`src/rtl/sc_pkg.sv`:
```
// Shared constants, types and bus-packing helpers
// for the stochastic-to-binary bitstream counter.
package sc_pkg;

  localparam int N      = 8;
  localparam int LANES  = 4;
  localparam int WINDOW = 2 ** N;
  localparam int CW     = N + 1;

  typedef logic [N:0]          count_t;
  typedef logic [N-1:0]        cyc_t;
  typedef logic [CW*LANES-1:0] bus_t;

  typedef enum logic {
    IDLE  = 1'b0,
    COUNT = 1'b1
  } state_e;

  localparam cyc_t CYC_LAST = cyc_t'(WINDOW - 1);

  function automatic bus_t lane_put(
    input bus_t   bus,
    input int     idx,
    input count_t val
  );
    bus_t r;
    r = bus;
    r[CW*idx +: CW] = val;
    return r;
  endfunction

  function automatic count_t lane_get(
    input bus_t bus,
    input int   idx
  );
    return bus[CW*idx +: CW];
  endfunction

endpackage

```
`src/rtl/sc_lane_counter.sv`:
```
// One-lane ones counter; clear wins over enable,
// reset wins over both.
module sc_lane_counter
  import sc_pkg::*;
(
  input  logic   clock,
  input  logic   reset,
  input  logic   clear_i,
  input  logic   en_i,
  input  logic   bit_i,
  output count_t count_o
);

  count_t cnt_q;
  count_t cnt_d;

  // next count: clear, accumulate, or hold
  always_comb begin
    cnt_d = cnt_q;
    if (clear_i) begin
      cnt_d = '0;
    end else if (en_i) begin
      cnt_d = cnt_q + count_t'(bit_i);
    end
  end

  // count register with synchronous reset
  always_ff @(posedge clock) begin
    if (reset) begin
      cnt_q <= '0;
    end else begin
      cnt_q <= cnt_d;
    end
  end

  assign count_o = cnt_q;

endmodule

```
`src/rtl/sc_bitstream_counter.sv`:
```
// Counts ones per lane over 2^N-clock windows and
// publishes the packed (N+1)-bit lane counts.
module sc_bitstream_counter
  import sc_pkg::*;
(
  input  logic                     clock,
  input  logic                     reset,
  input  logic                     start,
  input  logic                     cont,
  input  logic [LANES-1:0]         bits_in,
  output logic [(N+1)*LANES-1:0]   out,
  output logic                     out_valid,
  output logic                     busy
);

  state_e state_q;
  state_e state_d;
  cyc_t   cyc_q;
  cyc_t   cyc_d;
  bus_t   out_q;
  bus_t   out_d;
  logic   valid_q;
  logic   win_end;
  logic   lane_clr;
  logic   lane_en;
  count_t cnt [LANES];

  // state register
  always_ff @(posedge clock) begin
    if (reset) begin
      state_q <= IDLE;
    end else begin
      state_q <= state_d;
    end
  end

  // next state: start leaves IDLE, a non-cont window end returns
  always_comb begin
    state_d = state_q;
    unique case (state_q)
      IDLE: begin
        if (start) state_d = COUNT;
      end
      COUNT: begin
        if (win_end && !cont) state_d = IDLE;
      end
    endcase
  end

  // FSM outputs: lane control, window end and busy
  always_comb begin
    busy     = 1'b0;
    lane_en  = 1'b0;
    lane_clr = 1'b0;
    win_end  = 1'b0;
    unique case (state_q)
      IDLE: begin
        lane_clr = start;
      end
      COUNT: begin
        busy     = 1'b1;
        lane_en  = 1'b1;
        win_end  = (cyc_q == CYC_LAST);
        lane_clr = win_end;
      end
    endcase
  end

  // cycle counter rests at zero in IDLE, wraps in COUNT
  always_comb begin
    cyc_d = '0;
    if (state_q == COUNT) begin
      cyc_d = cyc_q + cyc_t'(1);
    end
  end

  // cycle counter register
  always_ff @(posedge clock) begin
    if (reset) begin
      cyc_q <= '0;
    end else begin
      cyc_q <= cyc_d;
    end
  end

  for (genvar i = 0; i < LANES; i++) begin : g_lane
    sc_lane_counter u_lane (
      .clock   (clock),
      .reset   (reset),
      .clear_i (lane_clr),
      .en_i    (lane_en),
      .bit_i   (bits_in[i]),
      .count_o (cnt[i])
    );
  end

  // result folds in the final sample so all 2^N are counted
  always_comb begin
    out_d = out_q;
    if (win_end) begin
      for (int i = 0; i < LANES; i++) begin
        out_d = lane_put(out_d, i,
                         cnt[i] + count_t'(bits_in[i]));
      end
    end
  end

  // output register and one-cycle valid pulse
  always_ff @(posedge clock) begin
    if (reset) begin
      out_q   <= '0;
      valid_q <= 1'b0;
    end else begin
      out_q   <= out_d;
      valid_q <= win_end;
    end
  end

  assign out       = out_q;
  assign out_valid = valid_q;

endmodule

```
`config.mk`:
```
export PLATFORM = sky130hd
export DESIGN_NAME = sc_bitstream_counter
export DESIGN_NICKNAME = d
export VERILOG_FILES = /design/src/rtl/sc_pkg.sv /design/src/rtl/sc_lane_counter.sv /design/src/rtl/sc_bitstream_counter.sv
export SDC_FILE = /design/constraint.sdc
export NUM_CORES = 1
export LEC_CHECK = 0
export ABC_AREA = 0
export CORE_MARGIN = 5
export CORE_UTILIZATION = 56
export DETAILED_ROUTE_END_ITERATION = 10
export PLACE_DENSITY_LB_ADDON = 0.25
export SYNTH_ARGS = -nofsm -noshare
export SYNTH_HDL_FRONTEND = slang
export SYNTH_SLANG_ARGS = --single-unit
```
`constraint.sdc`:
```
create_clock -name clock -period 2.16 [get_ports clock]
set_clock_uncertainty 0.05 [all_clocks]
set_input_delay 0.324 -clock clock [delete_from_list [all_inputs] [get_ports clock]]
set_output_delay 0.324 -clock clock [all_outputs]
set_load 0.02 [all_outputs]
```
Word-level counts from Yosys, hierarchy flattened:

Cells that the tools add are included.

* $add $sub $neg: 5
* equality and inequality tests: 1
* multiplexer cells: 6
* bitwise logic cells: 1
* reductions and logical operators: 4

Operators with widths (count)
* adder 9 x 1 -> 9 bit: 4
* adder 8 x 1 -> 8 bit (second input constant): 1
* equality test 8 bit (second input constant): 1
* two-way mux 1 bit: 4
* case mux 1 bit (2 select lines): 2
* OR reduction 2 bit: 2
* logical AND 1 bit: 1
* zero test 1 bit: 1
* NOT 1 bit: 1

* bits in registers: 82
* word-level logic and storage cells: 25

Longest topological paths before layout:

Gate-level depths: netlist of the first run.

* depth in word-level cells: 5
* depth in mapped cells: 7
* gate-level depth less buffers: 5

Cells and area by module:

A second synthesis of the first run with hierarchy kept.

* cell total of the unflattened synthesis: 434
* area, all modules: 3996.3 um^2

By module, submodules not included
* sc_bitstream_counter: times used 1, cells an instance 258, area an instance 2349.8 um^2, sequential area each 920.9 um^2
* sc_lane_counter: times used 4, cells an instance 44, area an instance 411.6 um^2, sequential area each 180.2 um^2

Least setup slack after synthesis of the first run:

No wires, ideal clock.

* path kind: flip-flop to flip-flop
* start point: reg cyc_q[0]
* end point: reg g_lane[0].u_lane.cnt_q[0]
* arrival time: 1.553 ns
* required time: 2.048 ns
* path slack: 0.494 ns
* stages on the path, launching flop included: 8
* path buffers: 3
* period minus slack after synthesis: 1.666 ns
* path through: dfxtp_1 > ha_1 > and4_4 > buf_6 > a221o_1 > buf_6 > buf_8 > nor2_4

* cells in the longest elaborated chain, start to end: 3

Ends and longest elaborated chain
* from (decl): RTL line sc_bitstream_counter.sv:18 `cyc_t cyc_q;`
* from (signal assigned): RTL line sc_bitstream_counter.sv:82 `cyc_q <= cyc_d;`
* equality test 8 bit: RTL line sc_bitstream_counter.sv:63 `win_end = (cyc_q == CYC_LAST);`
* case mux 1 bit (2 select lines): RTL line sc_bitstream_counter.sv:56 `unique case (state_q)`
* OR reduction 2 bit (no source line)
* to (signal assigned): RTL line sc_lane_counter.sv:32 `cnt_q <= cnt_d;`
* to (decl): RTL line sc_lane_counter.sv:14 `count_t cnt_q;`

No other way between the ends.
A chain may end at the register's enable or synchronous reset.

Worst setup path after layout of the first run:

* start point: reg state_q
* end point: out busy

* cells in the longest elaborated chain, start to end: 1

Ends and longest elaborated chain
* from (decl): RTL line sc_bitstream_counter.sv:16 `state_e state_q;`
* from (signal assigned): RTL line sc_bitstream_counter.sv:33 `state_q <= state_d;`
* two-way mux 1 bit: RTL line sc_bitstream_counter.sv:56
* to (decl): RTL line sc_bitstream_counter.sv:13 `output logic busy`

No other way between the ends.

==> results of run 1 <==
-- placed cells by master (no fill, tap or decap), types with 2 or more instances in the layout --
master	n
dfxtp_1	82
a21oi_1	45
clkdlybuf4s50_1	45
o21ai_0	41
or3_1	33
nand3_1	31
xor2_1	22
nor2_4	20
nand4_1	17
buf_4	17
a311oi_1	16
nand2_1	14
a211oi_1	12
clkbuf_8	11
a21oi_2	10
ha_1	9
mux2i_1	8
nor2_1	6
xnor2_1	5
inv_1	4
buf_12	3
o31ai_1	2
or4_1	2
clkinv_2	2
-- stage by stage --
stage / std cells / total power [mW] / hold WS [ps]
3_5_place_dp: 547 / 1.70 / 415
6_report: 563 / 2.67 / 425
4_1_cts: 563 / 2.70 / 433
3_3_place_gp: 547 / 1.69 / 393
2_1_floorplan: 422 / 1.65 / 380
5_1_grt: 563 / 2.78 / 468
-- power by group through the flow --
| stage | combinational, mW | sequential [mW] | clock, mW |
|---|---|---|---|
| floorplan | 0.0935 | 1.56 | 0 |
| global placement | 0.134 | 1.56 | 0 |
| detailed placement | 0.136 | 1.56 | 0 |
| CTS | 0.136 | 1.52 | 1.04 |
| global route | 0.147 | 1.52 | 1.11 |
| finish | 0.136 | 1.52 | 1.01 |
-- synthesized netlist by cell type (2+ instances only) --
master	count	area share, %
ha_1	9	2.9
nand4_1	17	2.7
nor2_1	6	0.58
o31ai_1	2	0.38
xnor2_1	5	1.1
xor2_1	22	4.9
clkbuf_1	12	1.2
buf_6	4	1.2
buf_8	2	0.77
o21ai_0	41	5.3
nand2_1	14	1.3
or3_1	33	5.3
nand3_1	31	4.0
a311oi_1	16	3.6
a211oi_1	12	2.3
dfxtp_1	82	42
a21oi_1	45	5.8
inv_1	4	0.38
mux2i_1	8	2.1
a21oi_2	10	2.2
buf_2	18	2.3
or4_1	2	0.38
nor2_4	20	5.8
-- sequential cells by signal, indices dropped and copies added (netlist names) --
name,cells
g_lane.u_lane.count_o,36
out_valid,1
cyc_q,8
out,36
state_q,1
-- how the worst max path moves through the flow --
stage	startpoint	endpoint	slack, ps	cells after the start
2_1_floorplan	cyc_q[0]$_SDFF_PP0_	g_lane[0].u_lane.count_o[0]$_SDFFE_PP0P_	490	7
4_1_cts	state_q$_SDFF_PP0_	busy	370	1
6_report	state_q$_SDFF_PP0_	busy	380	1
3_3_place_gp	bits_in[2]	out[26]$_SDFFE_PP0P_	100	6
3_5_place_dp	bits_in[2]	out[26]$_SDFFE_PP0P_	50	6
5_1_grt	bits_in[2]	out[22]$_SDFFE_PP0P_	330	7
-- layer usage --
metal / up-vias / wire, um / track usage, % / share of wire [%]
met5: - / 0 / 0 / 0
met4: 0 / 127 / 9.28 / 1.5
met3: 13 / 435 / 3.70 / 5.0
met2: 95 / 4080 / 33.2 / 47
met1: 1555 / 3990 / 27.4 / 46
li1: 1633 / - / - / -
-- kinds of logic (layout without fill, tap and decap cells) --
group,after synthesis,count (layout)
compound gates,128,128
xor+xnor,27,27
fa+ha+maj,9,9
buf+inv,40,85
flops,82,82
mux,8,8
simple gates,128,128
-- final cells by class --
class | count | area [sq um] | share of cell area (%)
flip-flops and latches | 82 | 1640 | 35.5
repair buffers | 65 | 638 | 13.8
clock inverters | 4 | 26.3 | 0.568
well taps | 96 | 120 | 2.59
clock buffers | 12 | 155 | 3.35
inverters | 4 | 15.0 | 0.324
multi-input cells | 300 | 2030 | 43.9
==> results.md, run 1 <==
- R2R cell count: 5
- Cell family with most CP delay: buffers and inverters
- Initial core utilization: between 50% and 60%
- CTS Buf Count: 9
- Rows: 30
- Antenna Cells: 0
- GP Congestion: between 0.7 and 0.8
- Adder and majority gate portion of the synthesized area: 2.89%
- Worst r2r src: cyc_q[0]$_SDFF_PP0_
- Peak Freq: ~560 MHz
- Clock power share: a little under two fifths
- Combinational Power Share: 5.1%
- Drc violations: 0
- Finished Cell Area: 4630 sq um
- Global-route wire length before repair: around 15,000 um
- Fill cells: roughly 550
- Place WS: 53.2 ps
- Gr usage total: between 20% and 30%
- CTS max path bufs: 2
- Max incr delay on CP: roughly 640 ps
- Die Height: roughly 93 um
- Die area: a little under 9000 sq um
- Worst Path Arrival: about 1400 ps
- FFs w/ async S/R, synth: 0%
- Post-CTS setup buffers: 0
- CP Launch Type: flop
- Setup_tns: 0 ps
- Min setup slack post-route: 382 ps
- Clk sink count: approximately 80
- Distinct cells, synth: 30
- Max-slew headroom: between 70% and 80%
- X dimension of the die: between 90 and 100 um
- Syn nets: between 400 and 500
- Slew of the pin with the lowest slew margin: around 350 ps
- IO buf count: 45
- WL/cell: about 15 um
- CP Class: flop to output port
- Mux cell area share after synthesis: approximately 2.1%
- Layout Utilization: between 60% and 70%
- Worst hold path depth: 1
- P_leak: between 1 and 1.5 nW
- Largest family of logic cells by synthesized area: simple AND/OR/NAND/NOR gates
- DR vias/cell: around 5.9
- CP endpoint kind: output port
- CTS Hold Bufs: 0
- Status: completed
- XOR/XNOR share of the synthesized area: 6.07%
- Final setup vio count: 0
- Syn Area/Cell: 9.24 sq um
- Worst hold-check path type: flop to flop
- Max_cap viols: 0
- Post-Synthesis Cells: roughly 420
- WL final: ~8600 um
- Ports: between 40 and 50
- CP max stage cell: clkdlybuf4s50_1
- Int Pwr: around 2.0 mW
- Fin. Hold Viols: 0
- Complex-gate fraction of the synthesized area: about 20%
- Total grt overflow: 0
- Slew Viols, Final: 0
- TritonCTS clock tree: yes
- Seq/Total Area, Yosys: a little over two fifths
- Later-pin clock latency in the skew report: approximately 350 ps
- Final worst path period share: 82.3%
- HPWL Detailed: 5950 um
- Post-DRT Antenna Nets: 0
- Core area: just under 7000 sq um
- Post-DP Area: 4450 sq um
- Power per standard cell area: ~580 nW/um^2
- Via Count: roughly 3,300
- Critical path peak fanout: 5
- VDD IR max: approximately 0.32 mV
- Crit-path cells: clkdlybuf4s50_1
- Area Growth Syn to Fin: 18.7%
- Hold endpoint: cyc_q[0]$_SDFF_PP0_
- Final Critical Period: 1780 ps
- Ys flop type: dfxtp_1
- RSZ-0062 raised after global routing: no
- Switching Share: a little under a quarter
- DR iter-0 viols: 160
- Part of the power in registers: 57.1%
- CP required: roughly 1800 ps
- Sw power: 0.618 mW
- Nets: 479
- Vias in the first global route: between 3,000 and 4,000
- Yosys warns: 0
- R2R Path End: g_lane[1].u_lane.count_o[8]$_SDFFE_PP0P_
- Clock Pin Slew Worst Setup and Hold Paths: roughly 70 ps
- Clk root buf: clkbuf_8
- Simple-gate share of the synthesized area: 21.1%
- Post_cts resized: 0
- WP buf/inv: 1
- First-pass DRT Iterations: 4
- Post-synthesis cell area: approximately 4000 sq um
- Pin count of the biggest net entering global routing: 37
- Share of cells above drive strength 1: 14.6%
- Hold_sp: cyc_q[0]$_SDFF_PP0_
- #FFs+latches synth: approximately 80
- Initial antenna violation count: 0
- R2R Setup Slk: approximately 470 ps
- EDFF count, synth: 0
- Htree depth: 3
(Power assumes the default switching activity.)
==> inputs of run 2 (changes only) <==
--- a/config.mk
+++ b/config.mk
@@ -7,7 +7,7 @@
 export LEC_CHECK = 0
 export ABC_AREA = 0
 export CORE_MARGIN = 5
-export CORE_UTILIZATION = 56
+export CORE_UTILIZATION = 50
 export DETAILED_ROUTE_END_ITERATION = 10
 export PLACE_DENSITY_LB_ADDON = 0.25
 export SYNTH_ARGS = -nofsm -noshare
==> constraint.sdc (replaced) <==
create_clock -name clock -period 1.52 [get_ports clock]
set_clock_uncertainty 0.05 [all_clocks]
set_input_delay 0.228 -clock clock [delete_from_list [all_inputs] [get_ports clock]]
set_output_delay 0.228 -clock clock [all_outputs]
set_load 0.02 [all_outputs]
==> results.md, run 2 (same netlist as run 1, synthesis figures left out) <==
- Status: finished with violations
- Failing checks: setup timing
- Setup_tns: -1060 ps (-1060 ps)
- WL final: 9250 um (+7.1%)
- TritonCTS clock tree: yes
- CP max stage cell: a221o_2
- Layout Utilization: 67.5% (-0.62 points)
- Share of cells above drive strength 1: 28.9% (+14 points)
- Fin. Hold Viols: 0 (unchanged)
- Cell family with most CP delay: compound AO/OA/AOI/OAI gates
- X dimension of the die: 98.3 um (+5.2%)
- Via Count: 3,391 (+2.9%)
- Gr usage total: 18.4% (-2.4 points)
- Later-pin clock latency in the skew report: 350 ps (about the same)
- Global-route wire length before repair: 14,700 um (+0.47%)
- Critical path peak fanout: 12 (+7)
- Antenna Cells: 0 (unchanged)
- Final setup vio count: 28 (+28)
- Final worst path period share: 104%
- Initial antenna violation count: 0 (unchanged)
- Post-DRT Antenna Nets: 0 (unchanged)
- CTS Buf Count: 9 (unchanged)
- DR iter-0 viols: 158 (-1.3%)
- Nets: 517 (+7.9%)
- Total power: 3.82 mW (+43%)
- CTS Hold Bufs: 0 (unchanged)
- CP required: 1760 ps (-30 ps)
- Total grt overflow: 0 (unchanged)
- Rows: 32 (+6.7%)
- Max-slew headroom: 81.6% (+5.3 points)
- Initial core utilization: 51.0% (-6.4 points)
- Slew Viols, Final: 0 (unchanged)
- Worst Path Arrival: 1820 ps (+420 ps)
- Htree depth: 3 (unchanged)
- GP Congestion: 0.775 (-0.13%)
- Area Growth Syn to Fin: 32.4%
- CTS max path bufs: 2 (unchanged)
- Final Critical Period: roughly 1600 ps
- CP Launch Type: flop
- Slew of the pin with the lowest slew margin: 268 ps (-86.4 ps)
- First-pass DRT Iterations: 4 (unchanged)
- Ports: 46 (unchanged)
- Power per standard cell area: 740 nW/um^2 (+28%)
- Most common cell after layout, fill and taps aside: dfxtp_1
- CP endpoint kind: flop
- VDD IR max: 0.670 mV (+110%)
- Crit-path cells: ha_4 -> and4_4 -> a221o_2 -> clkbuf_16 -> nor2_4
- Clk root buf: clkbuf_8
- Max incr delay on CP: 420 ps (-220 ps)
- Min setup slack post-route: -61.2 ps (-443 ps)
- P_leak: 1.76 nW (+29%)
- Vias in the first global route: 3,158 (+2.6%)
- IO buf count: 45 (unchanged)
- RSZ-0062 raised after global routing: yes
- Die area: 9660 sq um (+11%)
- Die Height: 98.3 um (+5.2%)
- Max_cap viols: 0 (unchanged)
- Core area: 7650 sq um (+13%)
- Drc violations: 0 (unchanged)
- Clock Pin Slew Worst Setup and Hold Paths: 80 ps (about the same)
- Pin count of the biggest net entering global routing: 38 (+2.7%)
- Most frequent cells in the layout: 72 x dfxtp_1, 49 x buf_4, 41 x o21ai_0, 40 x a21oi_1, 39 x dlygate4sd2_1
- Fill cells: 610 (+12%)
- WP buf/inv: 1 (unchanged)
- DR vias/cell: 5.59 (-4.6%)
- Worst hold-check path type: input port to flop
- Clk sink count: 82 (unchanged)
- Peak Freq: 632 MHz
- WL/cell: 15.2 um (-0.66%)
- CP Class: flop to flop
- HPWL Detailed: 6020 um (+1.1%)
[run 2: changes by cell type in the layout (fill, tap and decap cells not counted), sizes merged]
cell / before / now
dlymetal6s2s: 0 / 2
dlygate4sd2: 0 / 39
buf: 20 / 57
clkinvlp: 1 / 2
clkdlybuf4s15: 0 / 1
clkdlybuf4s50: 45 / 3
[run 2: what timing repair did]
item | CTS | global route
buffers inserted | 2 | 3
setup endpoints to repair | 78 | 48
pin swaps | 6 | 16
resized for setup | 60 | 30
cloned | 0 | 1
[run 2: power by group]
group          switching [mW]  internal (mW)  leakage, nW
Clock                   0.774          0.630       0.0851
Sequential             0.0119           2.16        0.665
Combinational           0.134          0.112         1.01
Total                   0.920           2.90         1.76
[run 2: tightest hold or removal path, cell delays in order]
cell and delay [ps]:
dlymetal6s2s_1 130, ha_4 150, mux2i_1 100, nor2_4 100
[run 2: path summary, 6_finish.rpt]
check                           slack (ps)  depth (start not counted)                 from                                       end
worst max register to register         -60                          5  cyc_q[1]$_SDFF_PP0_  g_lane[2].u_lane.count_o[1]$_SDFFE_PP0P_
worst min register to register         430                          2  out[9]$_SDFFE_PP0P_                       out[9]$_SDFFE_PP0P_
worst max-delay path                   -60                          5  cyc_q[1]$_SDFF_PP0_  g_lane[2].u_lane.count_o[1]$_SDFFE_PP0P_
worst min-delay path                   340                          4           bits_in[3]  g_lane[3].u_lane.count_o[0]$_SDFFE_PP0P_
[run 2: per-stage QoR]
| stage | cells | hold slack (ps) | cell area [sq um] | setup slack (ps) |
|---|---|---|---|---|
| floorplan | 422 | 340 | 3990 | -68.1 |
| global placement | 585 | 413 | 4750 | -467 |
| detailed placement | 585 | 418 | 4750 | -499 |
| CTS | 603 | 429 | 4980 | -57.0 |
| global route | 607 | 347 | 5160 | -89.0 |
| finish | 607 | 341 | 5160 | -61.2 |
[run 2: layer usage]
metal	routed length, um	global-route usage, %	vias up
met5	0	0	-
met4	168	7.14	0
met3	426	3.64	13
met2	4520	30.2	77
met1	4130	23.7	1594
li1	-	-	1707
[run 2: cell type report]
cell class | instances | area [sq um] | share of cell area, %
multi-input combinational | 300 | 2260 | 43.7
clock inverter | 5 | 30.0 | 0.582
timing repair buffer | 103 | 937 | 18.1
sequential | 82 | 1650 | 32.0
tap | 102 | 128 | 2.47
clock buffer | 11 | 141 | 2.74
inverter | 4 | 15.0 | 0.291
